--- src/rtl/fetch_seq_pkg.sv ---
// ============================================================================
//  Module   : fetch_seq_pkg
//  Brief    : Shared types and constants for the fetch sequencer.
//  Revision : 1.0
// ============================================================================
`default_nettype none

package fetch_seq_pkg;

    localparam int c_addr_w_default = 8;

    typedef enum logic [1:0] {
        ST_IDLE  = 2'd0,
        ST_FETCH = 2'd1,
        ST_EXEC  = 2'd2,
        ST_HALT  = 2'd3
    } state_e;

    typedef enum logic [2:0] {
        NPC_HOLD = 3'd0,
        NPC_INC  = 3'd1,
        NPC_BR   = 3'd2,
        NPC_JMP  = 3'd3,
        NPC_CALL = 3'd4,
        NPC_RET  = 3'd5
    } npc_sel_e;

endpackage

`default_nettype wire

--- src/rtl/fetch_sequencer_ret_stack.sv ---
// ============================================================================
//  Module   : ret_stack
//  Brief    : Return-address LIFO; push and pop are never requested together.
//  Revision : 1.0
// ============================================================================
`default_nettype none

module ret_stack
    import fetch_seq_pkg::*;
#(
    parameter int DEPTH = 4,
    parameter int WIDTH = c_addr_w_default
) (
    input  logic             clk,
    input  logic             reset,
    input  logic             push,
    input  logic             pop,
    input  logic [WIDTH-1:0] push_data,
    output logic             full,
    output logic             empty,
    output logic [WIDTH-1:0] top
);

    localparam int c_idx_w = $clog2(DEPTH);
    localparam int c_cnt_w = c_idx_w + 1;

    logic [WIDTH-1:0]   mem_q [DEPTH];
    logic [WIDTH-1:0]   mem_d [DEPTH];
    logic [c_cnt_w-1:0] count_q;
    logic [c_cnt_w-1:0] count_d;
    logic [c_idx_w-1:0] top_idx;

    assign full    = (count_q == c_cnt_w'(DEPTH));
    assign empty   = (count_q == '0);
    // Wraps to the last slot when empty; top is only consumed when non-empty.
    assign top_idx = count_q[c_idx_w-1:0] - c_idx_w'(1);
    assign top     = mem_q[top_idx];

    always_comb begin
        mem_d   = mem_q;
        count_d = count_q;
        if (push && !full) begin
            mem_d[count_q[c_idx_w-1:0]] = push_data;
            count_d                     = count_q + c_cnt_w'(1);
        end else if (pop && !empty) begin
            count_d = count_q - c_cnt_w'(1);
        end
    end

    always_ff @(posedge clk) begin
        if (reset) begin
            count_q <= '0;
            for (int i = 0; i < DEPTH; i++) begin
                mem_q[i] <= '0;
            end
        end else begin
            count_q <= count_d;
            mem_q   <= mem_d;
        end
    end

endmodule

`default_nettype wire

--- src/rtl/fetch_sequencer.sv ---
// ============================================================================
//  Module   : fetch_sequencer
//  Brief    : PC owner and fetch FSM with prioritised next-PC selection.
//  Revision : 1.0
// ============================================================================
`default_nettype none

module fetch_sequencer
    import fetch_seq_pkg::*;
#(
    parameter int                ADDR_W      = c_addr_w_default,
    parameter int                STACK_DEPTH = 4,
    parameter logic [ADDR_W-1:0] RESET_ADDR  = '0
) (
    input  logic              clk,
    input  logic              reset,
    input  logic              start,
    output logic              imem_req,
    output logic [ADDR_W-1:0] imem_addr,
    input  logic              imem_ack,
    output logic              instr_valid,
    input  logic              stall,
    input  logic              halt,
    input  logic              jump,
    input  logic [ADDR_W-1:0] jump_target,
    input  logic              branch_taken,
    input  logic [7:0]        branch_offset,
    input  logic              call,
    input  logic              ret,
    output logic [ADDR_W-1:0] pc,
    output logic              halted,
    output logic              stack_err
);

    state_e            state_q;
    state_e            state_d;
    npc_sel_e          npc_sel;
    logic [ADDR_W-1:0] pc_q;
    logic [ADDR_W-1:0] pc_d;
    logic [ADDR_W-1:0] pc_inc;
    logic [ADDR_W-1:0] pc_br;
    logic              instr_valid_q;
    logic              instr_valid_d;
    logic              stack_err_q;
    logic              stack_err_d;
    logic              stk_push;
    logic              stk_pop;
    logic              stk_full;
    logic              stk_empty;
    logic [ADDR_W-1:0] stk_top;

    ret_stack #(
        .DEPTH (STACK_DEPTH),
        .WIDTH (ADDR_W)
    ) u_ret_stack (
        .clk       (clk),
        .reset     (reset),
        .push      (stk_push),
        .pop       (stk_pop),
        .push_data (pc_inc),
        .full      (stk_full),
        .empty     (stk_empty),
        .top       (stk_top)
    );

    always_comb begin
        state_d = state_q;
        npc_sel = NPC_HOLD;
        case (state_q)
            ST_IDLE:  if (start) state_d = ST_FETCH;
            ST_FETCH: if (imem_ack) state_d = ST_EXEC;
            ST_EXEC: begin
                if (halt) begin
                    state_d = ST_HALT;
                end else if (!stall) begin
                    state_d = ST_FETCH;
                    if (ret)               npc_sel = NPC_RET;
                    else if (call)         npc_sel = NPC_CALL;
                    else if (jump)         npc_sel = NPC_JMP;
                    else if (branch_taken) npc_sel = NPC_BR;
                    else                   npc_sel = NPC_INC;
                end
            end
            ST_HALT:  state_d = ST_HALT;
            default:  state_d = ST_IDLE;
        endcase
    end

    assign pc_inc = pc_q + ADDR_W'(1);
    assign pc_br  = pc_q + ADDR_W'($signed(branch_offset));

    always_comb begin
        pc_d        = pc_q;
        stk_push    = 1'b0;
        stk_pop     = 1'b0;
        stack_err_d = stack_err_q;
        case (npc_sel)
            NPC_INC: pc_d = pc_inc;
            NPC_BR:  pc_d = pc_br;
            NPC_JMP: pc_d = jump_target;
            NPC_CALL: begin
                // An overflowing call still jumps; only the return address is lost.
                pc_d = jump_target;
                if (stk_full) stack_err_d = 1'b1;
                else          stk_push    = 1'b1;
            end
            NPC_RET: begin
                if (stk_empty) begin
                    pc_d        = pc_inc;
                    stack_err_d = 1'b1;
                end else begin
                    pc_d    = stk_top;
                    stk_pop = 1'b1;
                end
            end
            default: pc_d = pc_q;
        endcase
    end

    assign instr_valid_d = (state_q == ST_FETCH) && imem_ack;

    always_ff @(posedge clk) begin
        if (reset) begin
            state_q       <= ST_IDLE;
            pc_q          <= RESET_ADDR;
            instr_valid_q <= 1'b0;
            stack_err_q   <= 1'b0;
        end else begin
            state_q       <= state_d;
            pc_q          <= pc_d;
            instr_valid_q <= instr_valid_d;
            stack_err_q   <= stack_err_d;
        end
    end

    assign pc          = pc_q;
    assign imem_addr   = pc_q;
    assign imem_req    = (state_q == ST_FETCH);
    assign halted      = (state_q == ST_HALT);
    assign instr_valid = instr_valid_q;
    assign stack_err   = stack_err_q;

endmodule

`default_nettype wire
--- config.mk ---
export PLATFORM = sky130hd
export DESIGN_NAME = fetch_sequencer
export DESIGN_NICKNAME = d
export VERILOG_FILES = /design/src/rtl/fetch_seq_pkg.sv /design/src/rtl/fetch_sequencer_ret_stack.sv /design/src/rtl/fetch_sequencer.sv
export SDC_FILE = /design/constraint.sdc
export NUM_CORES = 1
export LEC_CHECK = 0
export ABC_AREA = 1
export CAP_MARGIN = 0
export CORE_MARGIN = 2
export CORE_UTILIZATION = 49
export DETAILED_ROUTE_END_ITERATION = 7
export MAX_ROUTING_LAYER = met4
export PLACE_DENSITY = 0.87
export SETUP_SLACK_MARGIN = 0.15
export SYNTH_ARGS = -nofsm -noshare
export SYNTH_HDL_FRONTEND = slang
export SYNTH_SLANG_ARGS = --single-unit
--- constraint.sdc ---
create_clock -name clk -period 2.3 [get_ports clk]
set_clock_uncertainty 0.15 [all_clocks]
set_input_delay 0.345 -clock clk [delete_from_list [all_inputs] [get_ports clk]]
set_output_delay 0.345 -clock clk [all_outputs]
set_load 0.01 [all_outputs]
# == After elaboration in Yosys (flattened, before gate mapping) ==
# Index checks and enable logic that the tools add are counted.
# totals
register_bits,47
ramBits,0
latch_bits,0
rom_bits,0
mem_count,0
out_inout_bits,20
# classes
n_div,0
add_sub_neg,5
mux,29
eq_ne,14
n_lt_le_gt_ge,3
n_bitwise,2
reduce_logical,14
n_mul,0
n_shift,0
# ops
cell,count
$bwmux 32,1
$mux 8,4
$pmux 8 s4,1
$mux 3,7
$bmux 8 s2,1
$demux 8 s2,1
$mux 2,6
$eq 3x3->1 const B,3
$add 8x1->8 const B,1
$add 8x8->8,1
$pmux 2 s4,1
$eq 3x2->1 const B,2
$ge 3x3->1 const B,2
$mux 1,6
$ne 2x1->1 const B,3
$not 2->3,2
$reduce_and 3->1,2
$eq 2x2->1 const B,2
$logic_and 1x1->1,4
$reduce_bool 2->1,2
$reduce_bool 4->1,1
$add 3x1->3 const B,1
$eq 3x1->1 const B,1
$logic_not 3->1,1
10 further kinds,11

# == Depth between registers and ports, before layout ==
# logic_depth
depth_word,12
depth_mapped,14
mapped_depth_nobuf,12

# == Cells and area by module ==
# Synthesis repeated with hierarchy kept, for this count alone.
# unflattened
hier_cells,445
area_unflattened_um2,2984.1
# modules_own_cells
module,cells_per_inst,seq_area_each_um2,instances,area_each_um2
ret_stack,219,700.7,1,1655.3
fetch_sequencer,226,240.2,1,1328.8

# == Least setup slack after synthesis ==
# Ideal clock, no wire load.
# synth_path
path_kind,reg-to-reg
start,reg u_ret_stack.count_q[0]
end,reg u_ret_stack.count_q[2]
setup_time_ns,0.115
arrival_ns,2.313
path_buffers,2
slack_ns,-0.278
stages_incl_launch_ff,12
required_ns,2.035
path_cell_list,dfxtp_1 > buf_2 > clkinv_1 > clkbuf_1 > ha_1 > a21oi_4 > inv_1 > fa_1 > nor2_1 > nand2_1 > a21oi_1 > nor2_1
# synth_via
elab_chain_cells,5
# synth_lines
item,line,source
"start, declared",fetch_sequencer_ret_stack.sv:29,logic [c_cnt_w-1:0] count_q;
"start signal, assigned",fetch_sequencer_ret_stack.sv:57,count_q <= count_d;
"parallel branches: the longest is 5 deep, another holds $sub 3x1->3",--,
# Several ways; the timed one is not identified. The select of a mux whose other input is x is not followed.
# A chain may end at the register's enable or synchronous reset.

# == Worst setup path in the final report ==
# layout_path
start,reg pc_q[1] (netlist: imem_addr[1])
end,reg pc_q[6] (netlist: imem_addr[6])
# layout_via
elab_chain_cells,3
# layout_lines
item,line,source
"start, declared",fetch_sequencer.sv:38,logic [ADDR_W-1:0] pc_q;
"start signal, assigned",fetch_sequencer.sv:130,pc_q <= pc_d;
$add 8x1->8,fetch_sequencer.sv:89,assign pc_inc = pc_q + ADDR_W'(1);
$mux 8,fetch_sequencer.sv:108,if (stk_empty) begin
$pmux 8 s4 *,fetch_sequencer.sv:97,case (npc_sel)
# Mark *: on every way between the ends. The rest lies on a longest branch, timed or not.

==> results.sh <==
export IMPL_status="finished, final reports clean"
export IMPL_clk_path_buf_depth=2
export IMPL_netlist_instances=427
export IMPL_dieHeight_um=80.8
export IMPL_clkTransAtPathRegs_ps=100
export IMPL_cts_buffers=5
export IMPL_period_share=0.878
export IMPL_h_tree_depth=2
export IMPL_antenna_found_initial=0
export IMPL_finalSetupViolCount=0
export IMPL_hold_path_cell_count=2
export IMPL_cp_max_fo=8
export IMPL_switching_share=0.267
export IMPL_rsz0062_at_grt="yes"
export IMPL_internal_power_mw=1.22
export IMPL_clock_power_share=0.358
export IMPL_cp_cell_sequence="ha_1 > nand2_1 > nor2_1 > nand2_1 > xor2_2 > inv_1 > nand2_1 > nand4_1 > nor2_1 > nor2_1"
export IMPL_antenna_left=0
export IMPL_place_port_buffers=45
export IMPL_placementRows=27
export IMPL_fp_coreArea_sq_um=5610
export IMPL_dieArea_sq_um=6530
export IMPL_multi_input_area_sq_um=1660
export IMPL_power_frac_seq=0.503
export IMPL_regArea_sq_um=945
export IMPL_antenna_cells=0
export IMPL_via_per_inst=5.56
export IMPL_maxCapViolations=0
export IMPL_gp_congestion=0.991
export IMPL_hold_path_end="u_ret_stack.mem_q[6]$_SDFFE_PP0P_"
export IMPL_rrSetupSlack_ps=280
export IMPL_min_period_ps=2020
export IMPL_pwr_share_comb=0.139
export IMPL_grt_pass1_wl_um=12700
export IMPL_dr_pass1_iters=5
export IMPL_crit_path_end_kind="register"
export IMPL_fmax_mhz=495
export IMPL_ys_ff_latch=47
export IMPL_hpwl_um=5730
export IMPL_hp_start="u_ret_stack.mem_q[6]$_SDFFE_PP0P_"
export IMPL_clk_latency_ps=310
export IMPL_layout_common_cells="nand2_1, o21ai_0, inv_1, a21oi_1, dfxtp_1"
export IMPL_slew_violations=0
export IMPL_rr_startpoint="imem_addr[1]$_SDFFE_PP0P_"
export IMPL_grt_overflow=0
export IMPL_drt_total_wl_um=7850
export IMPL_cts_root_buf="clkbuf_8"
export IMPL_ir_drop_mv=0.332
export IMPL_tritoncts="done"
export IMPL_nNetsFinal=521
export IMPL_final_common_cell="nand2_1"
export IMPL_synth_area_sq_um=2890
export IMPL_grt_max_degree=40
export IMPL_drc=0
export IMPL_layout_drive_gt1_share=0.131
export IMPL_rr_worst_depth=10
export IMPL_required_ps=2360
export IMPL_die_x_um=80.8
export IMPL_slew_limit_headroom=0.653
export IMPL_postPlaceCellArea_sq_um=3500
export IMPL_reg2reg_to="imem_addr[6]$_SDFFE_PP0P_"
export IMPL_worstMarginPinSlew_ps=517
export IMPL_start_util=0.516
export IMPL_slowest_stage="dfxtp_1"
export IMPL_fillers=507
export IMPL_critPathMaxStageDelay_ps=490
export IMPL_hold_path_class="register to register"
export IMPL_synth_area_leaders="dfxtp_1, nand2_1, o21ai_0"
export IMPL_final_cell_area_sq_um=3640
export IMPL_hold_violations=0
export IMPL_io_pins=46
export IMPL_synth_warnings=0
export IMPL_area_delta_synth_final_pct=26.0
export IMPL_ys_types=33
export IMPL_final_cells=554
export IMPL_timing_worst_setup_path_type="register to register"
export IMPL_cts_sinks=47
export IMPL_track_usage=0.256
export IMPL_net_switching_power_uw=445
export IMPL_vias=3081
export IMPL_dp_cells=545
export IMPL_post_drt_wl_per_cell_um=14.2
export IMPL_synth_net_count=467
export IMPL_syn_avg_cell_area_sq_um=6.77
export IMPL_tns_ps=0
export IMPL_powerDensity_nw_per_um2=457
export IMPL_synth_seq_area_share=0.325
export IMPL_setup_worst_path_start_class="register"
export IMPL_yosysTopAreaCellShare=0.325
export IMPL_yosysTopAreaCell="dfxtp_1"
export IMPL_grt_pass1_vias=2754
export IMPL_drt_iter0_drc=415
export IMPL_total_power_mw=1.67
export IMPL_p_leak_nw=1.58
export IMPL_arrival_ps=2080
export IMPL_ctsHoldBuffers=0
[cell type report]
| type | instances | share of cell area |
|---|---|---|
| multi-input combinational | 305 | 0.457 |
| sequential | 47 | 0.259 |
| timing repair buffer | 67 | 0.170 |
| inverter | 55 | 0.0591 |
| clock buffer | 6 | 0.0258 |
| tap | 72 | 0.0247 |
| clock inverter | 2 | 0.00446 |
[power by group through the flow]
stage	clock network, mW	logic (mW)	registers, mW
6_report	0.596	0.231	0.838
5_1_grt	0.637	0.255	0.840
4_1_cts	0.602	0.227	0.838
3_5_place_dp	0	0.225	0.857
3_3_place_gp	0	0.218	0.857
2_1_floorplan	0	0.117	0.857
[metrics by stage]
step	worst slack, ps	util	hold WS [ps]
2_1_floorplan	151	-	274
3_3_place_gp	-38.4	0.624	284
3_5_place_dp	-83.0	0.624	296
4_1_cts	230	0.644	311
5_1_grt	115	0.650	331
6_report	281	0.650	311
[what timing repair did]
action                     4_1_cts  5_1_grt
setup endpoints to repair        0       16
gates resized for setup          0        9
buffers inserted                 0        1
[per-layer routing]
metal  track usage  wire length, um
met1         0.327             3480
met3        0.0322              424
met2         0.401             3660
met5             -                0
met4         0.124              285
[sequential cells by signal, indices dropped and copies added, names as in the netlist]
| signal | count |
|---|---|
| instr_valid | 1 |
| state_q | 2 |
| u_ret_stack.count_q | 3 |
| u_ret_stack.mem_q | 32 |
| imem_addr | 8 |
| stack_err | 1 |
[synth_stat cells]
cell type and n:
xor2_1 5, nand4_1 10, fa_1 2, buf_2 2
or2_2 3, dfxtp_1 47, nand2_1 76, o21ai_0 52
inv_1 51, nor2_1 42, clkinv_2 3, nand3_1 28
nand3_2 1, nand3_4 1, nor2_2 1, nand2_2 1
o21ai_2 3, a21oi_1 50, o211ai_1 1, buf_6 1
nand3b_1 1, buf_1 1, buf_4 8, a21oi_4 1
clkbuf_1 8, a21oi_2 4, o31ai_1 1, nor2_4 1
nand2_4 3, o22ai_1 2, clkinv_1 1, ha_1 12
nor3_1 4
[cell families after synthesis]
kind of cell / after synthesis / share of synthesized area
buffers and inverters: 75 / 0.112
AOI/OAI and AO/OA: 114 / 0.213
adders and majority gates: 14 / 0.0657
and+or+nand+nor: 172 / 0.269
xor gates and xnor gates: 5 / 0.0151
DFF: 47 / 0.325
[critical path: cells and delay by family (launching register included)]
| kind | cells | cell delay [ps] |
|---|---|---|
| xor gates and xnor gates | 1 | 260 |
| adders and majority gates | 1 | 250 |
| buffers and inverters | 1 | 130 |
| DFF | 1 | 490 |
| and+or+nand+nor | 7 | 640 |
[worst max path at each step]
stage	start	endpoint	depth (start not counted)
floorplan	u_ret_stack.count_q[0]$_SDFFE_PP0P_	u_ret_stack.count_q[2]$_SDFFE_PP0P_	11
global placement	branch_offset[0]	imem_addr[6]$_SDFFE_PP0P_	12
detailed placement	branch_offset[0]	imem_addr[6]$_SDFFE_PP0P_	12
CTS	imem_addr[1]$_SDFFE_PP0P_	imem_addr[6]$_SDFFE_PP0P_	10
global route	branch_offset[0]	imem_addr[6]$_SDFFE_PP0P_	12
finish	imem_addr[1]$_SDFFE_PP0P_	imem_addr[6]$_SDFFE_PP0P_	10
Power figures use the tool's default switching activity.
